**src/rtl/pipeline_hazard_ctrl_if.sv**
```systemverilog
// rtl/pipeline_hazard_ctrl_if.sv - hazard sources in, pipeline enables/flushes and status out
// The pipeline side is the master; the hazard sequencer is the slave.
interface pipeline_hazard_ctrl_if #(
    parameter int CNT_W = 16
);
    logic [4:0]       id_rs1;
    logic [4:0]       id_rs2;
    logic             id_uses_rs2;
    logic             idex_memread;
    logic [4:0]       idex_rd;
    logic             exmem_branch;
    logic             exmem_zero;
    logic             exmem_memread;
    logic             exmem_memwrite;
    logic             dmem_ready;

    logic             pc_write;
    logic             ifid_write;
    logic             idex_write;
    logic             exmem_write;
    logic             pc_src;
    logic             ifid_flush;
    logic             idex_flush;
    logic             exmem_flush;
    logic             memwb_bubble;
    logic [CNT_W-1:0] stall_cycles;
    logic [CNT_W-1:0] flush_events;
    logic             mem_timeout;
    logic [1:0]       state;

    modport master (
        output id_rs1, id_rs2, id_uses_rs2, idex_memread, idex_rd,
               exmem_branch, exmem_zero, exmem_memread, exmem_memwrite, dmem_ready,
        input  pc_write, ifid_write, idex_write, exmem_write, pc_src,
               ifid_flush, idex_flush, exmem_flush, memwb_bubble,
               stall_cycles, flush_events, mem_timeout, state
    );

    modport slave (
        input  id_rs1, id_rs2, id_uses_rs2, idex_memread, idex_rd,
               exmem_branch, exmem_zero, exmem_memread, exmem_memwrite, dmem_ready,
        output pc_write, ifid_write, idex_write, exmem_write, pc_src,
               ifid_flush, idex_flush, exmem_flush, memwb_bubble,
               stall_cycles, flush_events, mem_timeout, state
    );
endinterface

```
**src/rtl/pipeline_hazard_ctrl.sv**
```systemverilog
// rtl/pipeline_hazard_ctrl.sv - stall/flush sequencer for the 5-stage pipeline
// Memory wait freezes everything, taken branch flushes, load-use inserts one bubble.
module pipeline_hazard_ctrl #(
    parameter int CNT_W       = 16,
    parameter int MEM_TIMEOUT = 64
) (
    input  logic                  clk,
    input  logic                  reset,
    pipeline_hazard_ctrl_if.slave bus
);

    localparam int WC_W = $clog2(MEM_TIMEOUT) + 1;
    localparam logic [WC_W-1:0] WC_LAST = WC_W'(MEM_TIMEOUT - 1);

    typedef enum logic [1:0] {
        ST_RUN      = 2'b00,
        ST_MEM_WAIT = 2'b01
    } state_t;

    state_t           r_state;
    logic [WC_W-1:0]  r_wait_cnt;
    logic [CNT_W-1:0] r_stall_cycles;
    logic [CNT_W-1:0] r_flush_events;
    logic             r_mem_timeout;

    logic w_mem_busy;
    logic w_br_taken;
    logic w_load_use;
    logic w_br_act;

    logic w_pc_write;
    logic w_ifid_write;
    logic w_idex_write;
    logic w_exmem_write;
    logic w_pc_src;
    logic w_ifid_flush;
    logic w_idex_flush;
    logic w_exmem_flush;
    logic w_memwb_bubble;

    assign w_mem_busy = (bus.exmem_memread | bus.exmem_memwrite) & ~bus.dmem_ready;
    assign w_br_taken = bus.exmem_branch & bus.exmem_zero;
    assign w_load_use = bus.idex_memread && (bus.idex_rd != 5'd0) &&
                        ((bus.idex_rd == bus.id_rs1) ||
                         (bus.id_uses_rs2 && (bus.idex_rd == bus.id_rs2)));
    // A branch is only acted on when memory is not holding the pipeline.
    assign w_br_act   = ~reset & ~w_mem_busy & w_br_taken;

    always_comb begin
        w_pc_write     = 1'b1;
        w_ifid_write   = 1'b1;
        w_idex_write   = 1'b1;
        w_exmem_write  = 1'b1;
        w_pc_src       = 1'b0;
        w_ifid_flush   = 1'b0;
        w_idex_flush   = 1'b0;
        w_exmem_flush  = 1'b0;
        w_memwb_bubble = 1'b0;
        if (reset) begin
            w_pc_write     = 1'b0;
            w_ifid_write   = 1'b0;
            w_idex_write   = 1'b0;
            w_exmem_write  = 1'b0;
            w_ifid_flush   = 1'b1;
            w_idex_flush   = 1'b1;
            w_exmem_flush  = 1'b1;
            w_memwb_bubble = 1'b1;
        end else if (w_mem_busy) begin
            w_pc_write     = 1'b0;
            w_ifid_write   = 1'b0;
            w_idex_write   = 1'b0;
            w_exmem_write  = 1'b0;
            w_memwb_bubble = 1'b1;
        end else if (w_br_taken) begin
            w_pc_src       = 1'b1;
            w_ifid_flush   = 1'b1;
            w_idex_flush   = 1'b1;
            w_exmem_flush  = 1'b1;
        end else if (w_load_use) begin
            w_pc_write     = 1'b0;
            w_ifid_write   = 1'b0;
            w_idex_flush   = 1'b1;
        end
    end

    always_ff @(posedge clk) begin
        if (reset) begin
            r_state        <= ST_RUN;
            r_wait_cnt     <= '0;
            r_stall_cycles <= '0;
            r_flush_events <= '0;
            r_mem_timeout  <= 1'b0;
        end else begin
            case (r_state)
                ST_RUN: begin
                    if (w_mem_busy) begin
                        r_state    <= ST_MEM_WAIT;
                        r_wait_cnt <= '0;
                    end
                end
                ST_MEM_WAIT: begin
                    if (w_mem_busy) begin
                        // Hold at the last count so the flag cannot re-arm by wrapping.
                        if (r_wait_cnt == WC_LAST) begin
                            r_mem_timeout <= 1'b1;
                        end else begin
                            r_wait_cnt <= r_wait_cnt + WC_W'(1);
                        end
                    end else begin
                        r_state <= ST_RUN;
                    end
                end
                default: r_state <= ST_RUN;
            endcase

            if (!w_pc_write && (r_stall_cycles != {CNT_W{1'b1}})) begin
                r_stall_cycles <= r_stall_cycles + CNT_W'(1);
            end
            if (w_br_act && (r_flush_events != {CNT_W{1'b1}})) begin
                r_flush_events <= r_flush_events + CNT_W'(1);
            end
        end
    end

    assign bus.pc_write     = w_pc_write;
    assign bus.ifid_write   = w_ifid_write;
    assign bus.idex_write   = w_idex_write;
    assign bus.exmem_write  = w_exmem_write;
    assign bus.pc_src       = w_pc_src;
    assign bus.ifid_flush   = w_ifid_flush;
    assign bus.idex_flush   = w_idex_flush;
    assign bus.exmem_flush  = w_exmem_flush;
    assign bus.memwb_bubble = w_memwb_bubble;
    assign bus.stall_cycles = r_stall_cycles;
    assign bus.flush_events = r_flush_events;
    assign bus.mem_timeout  = r_mem_timeout;
    assign bus.state        = r_state;

endmodule
```
**src/flat_wrapper.sv**
```systemverilog
// flat-port wrapper written by rule: the top's interface ports become plain ports
module pipeline_hazard_ctrl_flat 
#(
    parameter int CNT_W       = 16,
    parameter int MEM_TIMEOUT = 64
)
  (clk, reset, bus_id_rs1, bus_id_rs2, bus_id_uses_rs2, bus_idex_memread, bus_idex_rd, bus_exmem_branch, bus_exmem_zero, bus_exmem_memread, bus_exmem_memwrite, bus_dmem_ready, bus_pc_write, bus_ifid_write, bus_idex_write, bus_exmem_write, bus_pc_src, bus_ifid_flush, bus_idex_flush, bus_exmem_flush, bus_memwb_bubble, bus_stall_cycles, bus_flush_events, bus_mem_timeout, bus_state);
  pipeline_hazard_ctrl_if #(.CNT_W(CNT_W)) bus_i ();
  input  logic clk;
  input  logic reset;
  input wire logic [$bits(bus_i.id_rs1)-1:0] bus_id_rs1;
  input wire logic [$bits(bus_i.id_rs2)-1:0] bus_id_rs2;
  input wire logic [$bits(bus_i.id_uses_rs2)-1:0] bus_id_uses_rs2;
  input wire logic [$bits(bus_i.idex_memread)-1:0] bus_idex_memread;
  input wire logic [$bits(bus_i.idex_rd)-1:0] bus_idex_rd;
  input wire logic [$bits(bus_i.exmem_branch)-1:0] bus_exmem_branch;
  input wire logic [$bits(bus_i.exmem_zero)-1:0] bus_exmem_zero;
  input wire logic [$bits(bus_i.exmem_memread)-1:0] bus_exmem_memread;
  input wire logic [$bits(bus_i.exmem_memwrite)-1:0] bus_exmem_memwrite;
  input wire logic [$bits(bus_i.dmem_ready)-1:0] bus_dmem_ready;
  output wire logic [$bits(bus_i.pc_write)-1:0] bus_pc_write;
  output wire logic [$bits(bus_i.ifid_write)-1:0] bus_ifid_write;
  output wire logic [$bits(bus_i.idex_write)-1:0] bus_idex_write;
  output wire logic [$bits(bus_i.exmem_write)-1:0] bus_exmem_write;
  output wire logic [$bits(bus_i.pc_src)-1:0] bus_pc_src;
  output wire logic [$bits(bus_i.ifid_flush)-1:0] bus_ifid_flush;
  output wire logic [$bits(bus_i.idex_flush)-1:0] bus_idex_flush;
  output wire logic [$bits(bus_i.exmem_flush)-1:0] bus_exmem_flush;
  output wire logic [$bits(bus_i.memwb_bubble)-1:0] bus_memwb_bubble;
  output wire logic [$bits(bus_i.stall_cycles)-1:0] bus_stall_cycles;
  output wire logic [$bits(bus_i.flush_events)-1:0] bus_flush_events;
  output wire logic [$bits(bus_i.mem_timeout)-1:0] bus_mem_timeout;
  output wire logic [$bits(bus_i.state)-1:0] bus_state;
  assign bus_i.id_rs1 = bus_id_rs1;
  assign bus_i.id_rs2 = bus_id_rs2;
  assign bus_i.id_uses_rs2 = bus_id_uses_rs2;
  assign bus_i.idex_memread = bus_idex_memread;
  assign bus_i.idex_rd = bus_idex_rd;
  assign bus_i.exmem_branch = bus_exmem_branch;
  assign bus_i.exmem_zero = bus_exmem_zero;
  assign bus_i.exmem_memread = bus_exmem_memread;
  assign bus_i.exmem_memwrite = bus_exmem_memwrite;
  assign bus_i.dmem_ready = bus_dmem_ready;
  assign bus_pc_write = bus_i.pc_write;
  assign bus_ifid_write = bus_i.ifid_write;
  assign bus_idex_write = bus_i.idex_write;
  assign bus_exmem_write = bus_i.exmem_write;
  assign bus_pc_src = bus_i.pc_src;
  assign bus_ifid_flush = bus_i.ifid_flush;
  assign bus_idex_flush = bus_i.idex_flush;
  assign bus_exmem_flush = bus_i.exmem_flush;
  assign bus_memwb_bubble = bus_i.memwb_bubble;
  assign bus_stall_cycles = bus_i.stall_cycles;
  assign bus_flush_events = bus_i.flush_events;
  assign bus_mem_timeout = bus_i.mem_timeout;
  assign bus_state = bus_i.state;
  pipeline_hazard_ctrl #(.CNT_W(CNT_W), .MEM_TIMEOUT(MEM_TIMEOUT)) u_core (.clk(clk), .reset(reset), .bus(bus_i));
endmodule
```
**config.mk**
```make
export PLATFORM = sky130hd
export DESIGN_NAME = pipeline_hazard_ctrl_flat
export DESIGN_NICKNAME = d
export VERILOG_FILES = /design/src/rtl/pipeline_hazard_ctrl_if.sv /design/src/rtl/pipeline_hazard_ctrl.sv /design/src/flat_wrapper.sv
export SDC_FILE = /design/constraint.sdc
export NUM_CORES = 1
export LEC_CHECK = 0
export ABC_AREA = 1
export BUFFER_PORTS_ARGS = -buffer_cell sky130_fd_sc_hd__buf_2
export CAP_MARGIN = 20
export CORE_ASPECT_RATIO = 1.5
export CORE_MARGIN = 2
export CORE_UTILIZATION = 50
export DETAILED_ROUTE_END_ITERATION = 7
export GPL_TIMING_DRIVEN = 0
export PLACE_DENSITY = 0.86
export SETUP_SLACK_MARGIN = 0.5
export SLEW_MARGIN = 20
export SYNTH_ARGS = -nofsm -noshare
export SYNTH_HDL_FRONTEND = slang
export SYNTH_SLANG_ARGS = --single-unit
export TNS_END_PERCENT = 50
```
**constraint.sdc**
```tcl
create_clock -name clk -period 2.15 [get_ports clk]
set_input_delay 0.215 -clock clk [delete_from_list [all_inputs] [get_ports clk]]
set_output_delay 0.215 -clock clk [all_outputs]
set_load 0.03 [all_outputs]
```
==> summary.md <==
| Metric | Value |
|---|---|
| Initial core utilization | `51.01%` |
| Layout cells sized above 1 | `36.89%` |
| Deepest clock path buffer count | `2` |
| RSZ-0062 raised after global routing | `no` |
| Setup crit end kind | `register` |
| Vias in the first global route | `2485` |
| H-tree lvl count | `2` |
| Max Clk Rate | `638.8 MHz` |
| Post-synth top area share | `31.64%` |
| Global Route Usage Sum | `21.98%` |
| Final cell count without fillers | `537` |
| Mean Syn Cell Area | `6.772 um2` |
| Combinational Power Share | `20.5%` |
| ANT cells | `0` |
| Max VDD drop | `0.0003914 V` |
| Met1 Usage GRT | `22.22%` |
| Cell taking the most area after synthesis | `dfxtp_1` |
| Most common cell in the netlist | `nand2_1` |
| Number of synthesis warnings | `0` |
| Pre-antenna DRT Iters | `4` |
| Clock power share | `38.0%` |
| Synthesized flop and latch total | `41` |
| Die H | `92.21 um` |
| IO buf count | `65` |
| Area contributors post-synth | `dfxtp_1 (32%), nand2_1 (12%), inv_1 (6.7%)` |
| Count of pins over their slew limit | `0` |
| Max stage delay on crit path | `0.38 ns` |
| Kind of critical path | `reg -> reg` |
| Synth Flop Type | `dfxtp_1` |
| Pwr Density | `580.2 nW/um2` |
| Setup_tns | `0 ns` |
| Synth unique cells | `34` |
| Fin crit period | `1.565 ns` |
| Synth top cells by count | `nand2_1 (86), inv_1 (46), dfxtp_1 (41), nor2_1 (40), a21oi_1 (22)` |
| Via count | `2784` |
| Vias per std cell | `5.184` |
| Psw | `0.5610 mW` |
| Switching Fraction | `28.47%` |
| Syn nets | `412` |
| Antenna violations before repair | `0` |
| P_int | `1.409 mW` |
| Final Hold Viols | `0` |
| Sequential Power Share | `41.6%` |
| Cells after Synth | `383` |
| Outcome | `complete, no violations` |
| DP Cell Count | `516` |
| Nets@finish | `497` |
| Drt drc | `0` |
| Cell family with the largest share of critical-path delay | `simple AND/OR/NAND/NOR gates` |
| Cells along the critical path | `ha_4, nand3_2, nor3_2, nand3_1, nand2_2, nor2_1, nand2_1, o21ai_0, a21oi_1` |
| Share of flip-flops with an asynchronous set or reset | `0%` |
| Critical path fanouts, max | `6` |
| Post-synth EDFFs | `0` |
| CTS tree | `yes` |
| Cell area after synthesis | `2594 um2` |
| # Max-Cap Violations | `0` |
| Initial DRC count | `66` |
| # setup viols final | `0` |
| WP data required | `2.38 ns` |
| Placer congestion estimate | `0.9095` |
| Inserted Clock Buffers | `5` |
| Seq/Total Area, Yosys | `31.64%` |
| Worst skew pair latency | `0.30 ns` |
| First-pass GRT wire length | `10.39 mm` |
| Row cnt | `32` |
| Routed wire length | `6.782 mm` |
| Antenna viol nets, final | `0` |
| CTS sink cnt | `41` |
| GRT overflow | `0` |
| Leakage | `1.481 nW` |
| Grt met2 use | `44.27%` |
| M3 GR Usage | `3.313%` |
| Layout area overhead | `30.92%` |
| Hold Crit Class | `in -> reg` |
| Slew HR | `60.30%` |
| Crit path buf inv count | `0` |
| Clk_skew | `0.006794 ns` |
| Largest net degree at the start of global routing | `14` |
| Die width | `62.81 um` |
| CTS clk-pin slew, worst paths | `0.08 ns` |
| Post-DP HPWL | `4.813 mm` |
| Startpoint types | `register` |
| Io pins | `68` |
| Routed len/inst | `12.63 um` |
| CTS Hold Bufs | `0` |
| CP max stage cell | `dfxtp_4` |
| Root buffer cell | `clkbuf_8` |
| Worst Tran Pin Value | `0.5955 ns` |
| Layer with the highest usage | `met2` |
| Die Footprint | `5791 um2` |
| Core area | `5085 um2` |
| Crit share post-route | `72.81%` |
| Worst EP arrival | `1.79 ns` |
[registers in the layout, indices dropped and copies added, names as in the netlist]
name                     flops
u_core.bus.flush_events     16
u_core.bus.mem_timeout       1
u_core.bus.stall_cycles     16
u_core.bus.state             1
u_core.r_wait_cnt            7
[metal layers]
metal	wire, um	share of wire, %
met4	201	3.0
met3	333	4.9
met5	0	0
met2	3685	54
met1	2561	38
[layout by cell type (no fill, tap or decap), drive strengths merged, types with 2 or more instances in the layout]
cell / count
a21oi: 31
clkbuf: 7
o21bai: 3
bufinv: 2
ha: 5
o21a: 2
nand4: 16
inv: 55
xnor2: 6
a211oi: 2
xor2: 14
o21ai: 14
dfxtp: 41
buf: 89
nand3: 21
nor2: 43
nand2: 100
nor3: 14
[worst register-to-register path: stages (launching register included)]
cell and delay, ns:
dfxtp_4 0.38, ha_4 0.13, nand3_2 0.09, nor3_2 0.22, nand3_1 0.11, nand2_2 0.16
nor2_1 0.10, nand2_1 0.08, o21ai_0 0.08, a21oi_1 0.15
[metrics by stage]
step           util (%)  total power [mW]  worst slack [ns]  hold WS, ns  cell area, um2
2_1_floorplan         -             1.090            0.4507       0.4327            2614
3_3_place_gp      59.47             1.176            0.3380       0.4405            3024
3_5_place_dp      59.47             1.185            0.3098       0.4536            3024
4_1_cts           62.72             1.918            0.4543       0.2753            3189
5_1_grt           66.78             2.043            0.4635       0.2885            3396
6_report          66.78             1.970            0.5845       0.2788            3396
[what timing repair did]
item	CTS	global route
pin swaps	1	14
endpoints found under the setup margin	22	36
setup buffers	1	11
gates cloned	0	1
gates resized for setup	9	42
[worst paths after layout]
check	start	endpoint	slack, ns	cells after the start
hold / removal	reset	u_core.bus.flush_events[1]$_SDFFE_PP0P_	0.28	2
setup / recovery	u_core.bus.flush_events[0]$_SDFFE_PP0P_	u_core.bus.flush_events[8]$_SDFFE_PP0P_	0.58	9
setup reg to reg	u_core.bus.flush_events[0]$_SDFFE_PP0P_	u_core.bus.flush_events[8]$_SDFFE_PP0P_	0.58	9
hold reg to reg	u_core.r_wait_cnt[6]$_SDFFE_PP0P_	u_core.r_wait_cnt[6]$_SDFFE_PP0P_	0.46	2
[power by group through the flow]
stage          Sequential, mW  Combinational, mW  Clock, mW
2_1_floorplan           0.859              0.231          0
3_3_place_gp            0.833              0.343          0
3_5_place_dp            0.834              0.351          0
4_1_cts                 0.817              0.356      0.745
5_1_grt                 0.824              0.441      0.777
6_report                0.819              0.403      0.748
[cell type report]
cell class,instances,area (um2)
fillers,431,1689
multi-input cells,274,1587
flip-flops and latches,41,849.6
repair buffers,78,426.7
inverters,55,206.4
plain buffers,13,107.6
well taps,68,85.08
clock buffers,5,68.82
clock inverters,3,65.06
[logic make-up (layout without fill, tap and decap cells)]
group	Yosys count	after routing	share of synthesized area (%)
compound gates	52	52	12.45
xor+xnor	20	20	6.754
fa+ha+maj	5	5	2.412
buf+inv	68	154	11.24
flops	41	41	31.65
other cells	1	1	0.1446
simple gates	196	196	35.36
Power figures use the tool's default switching activity.
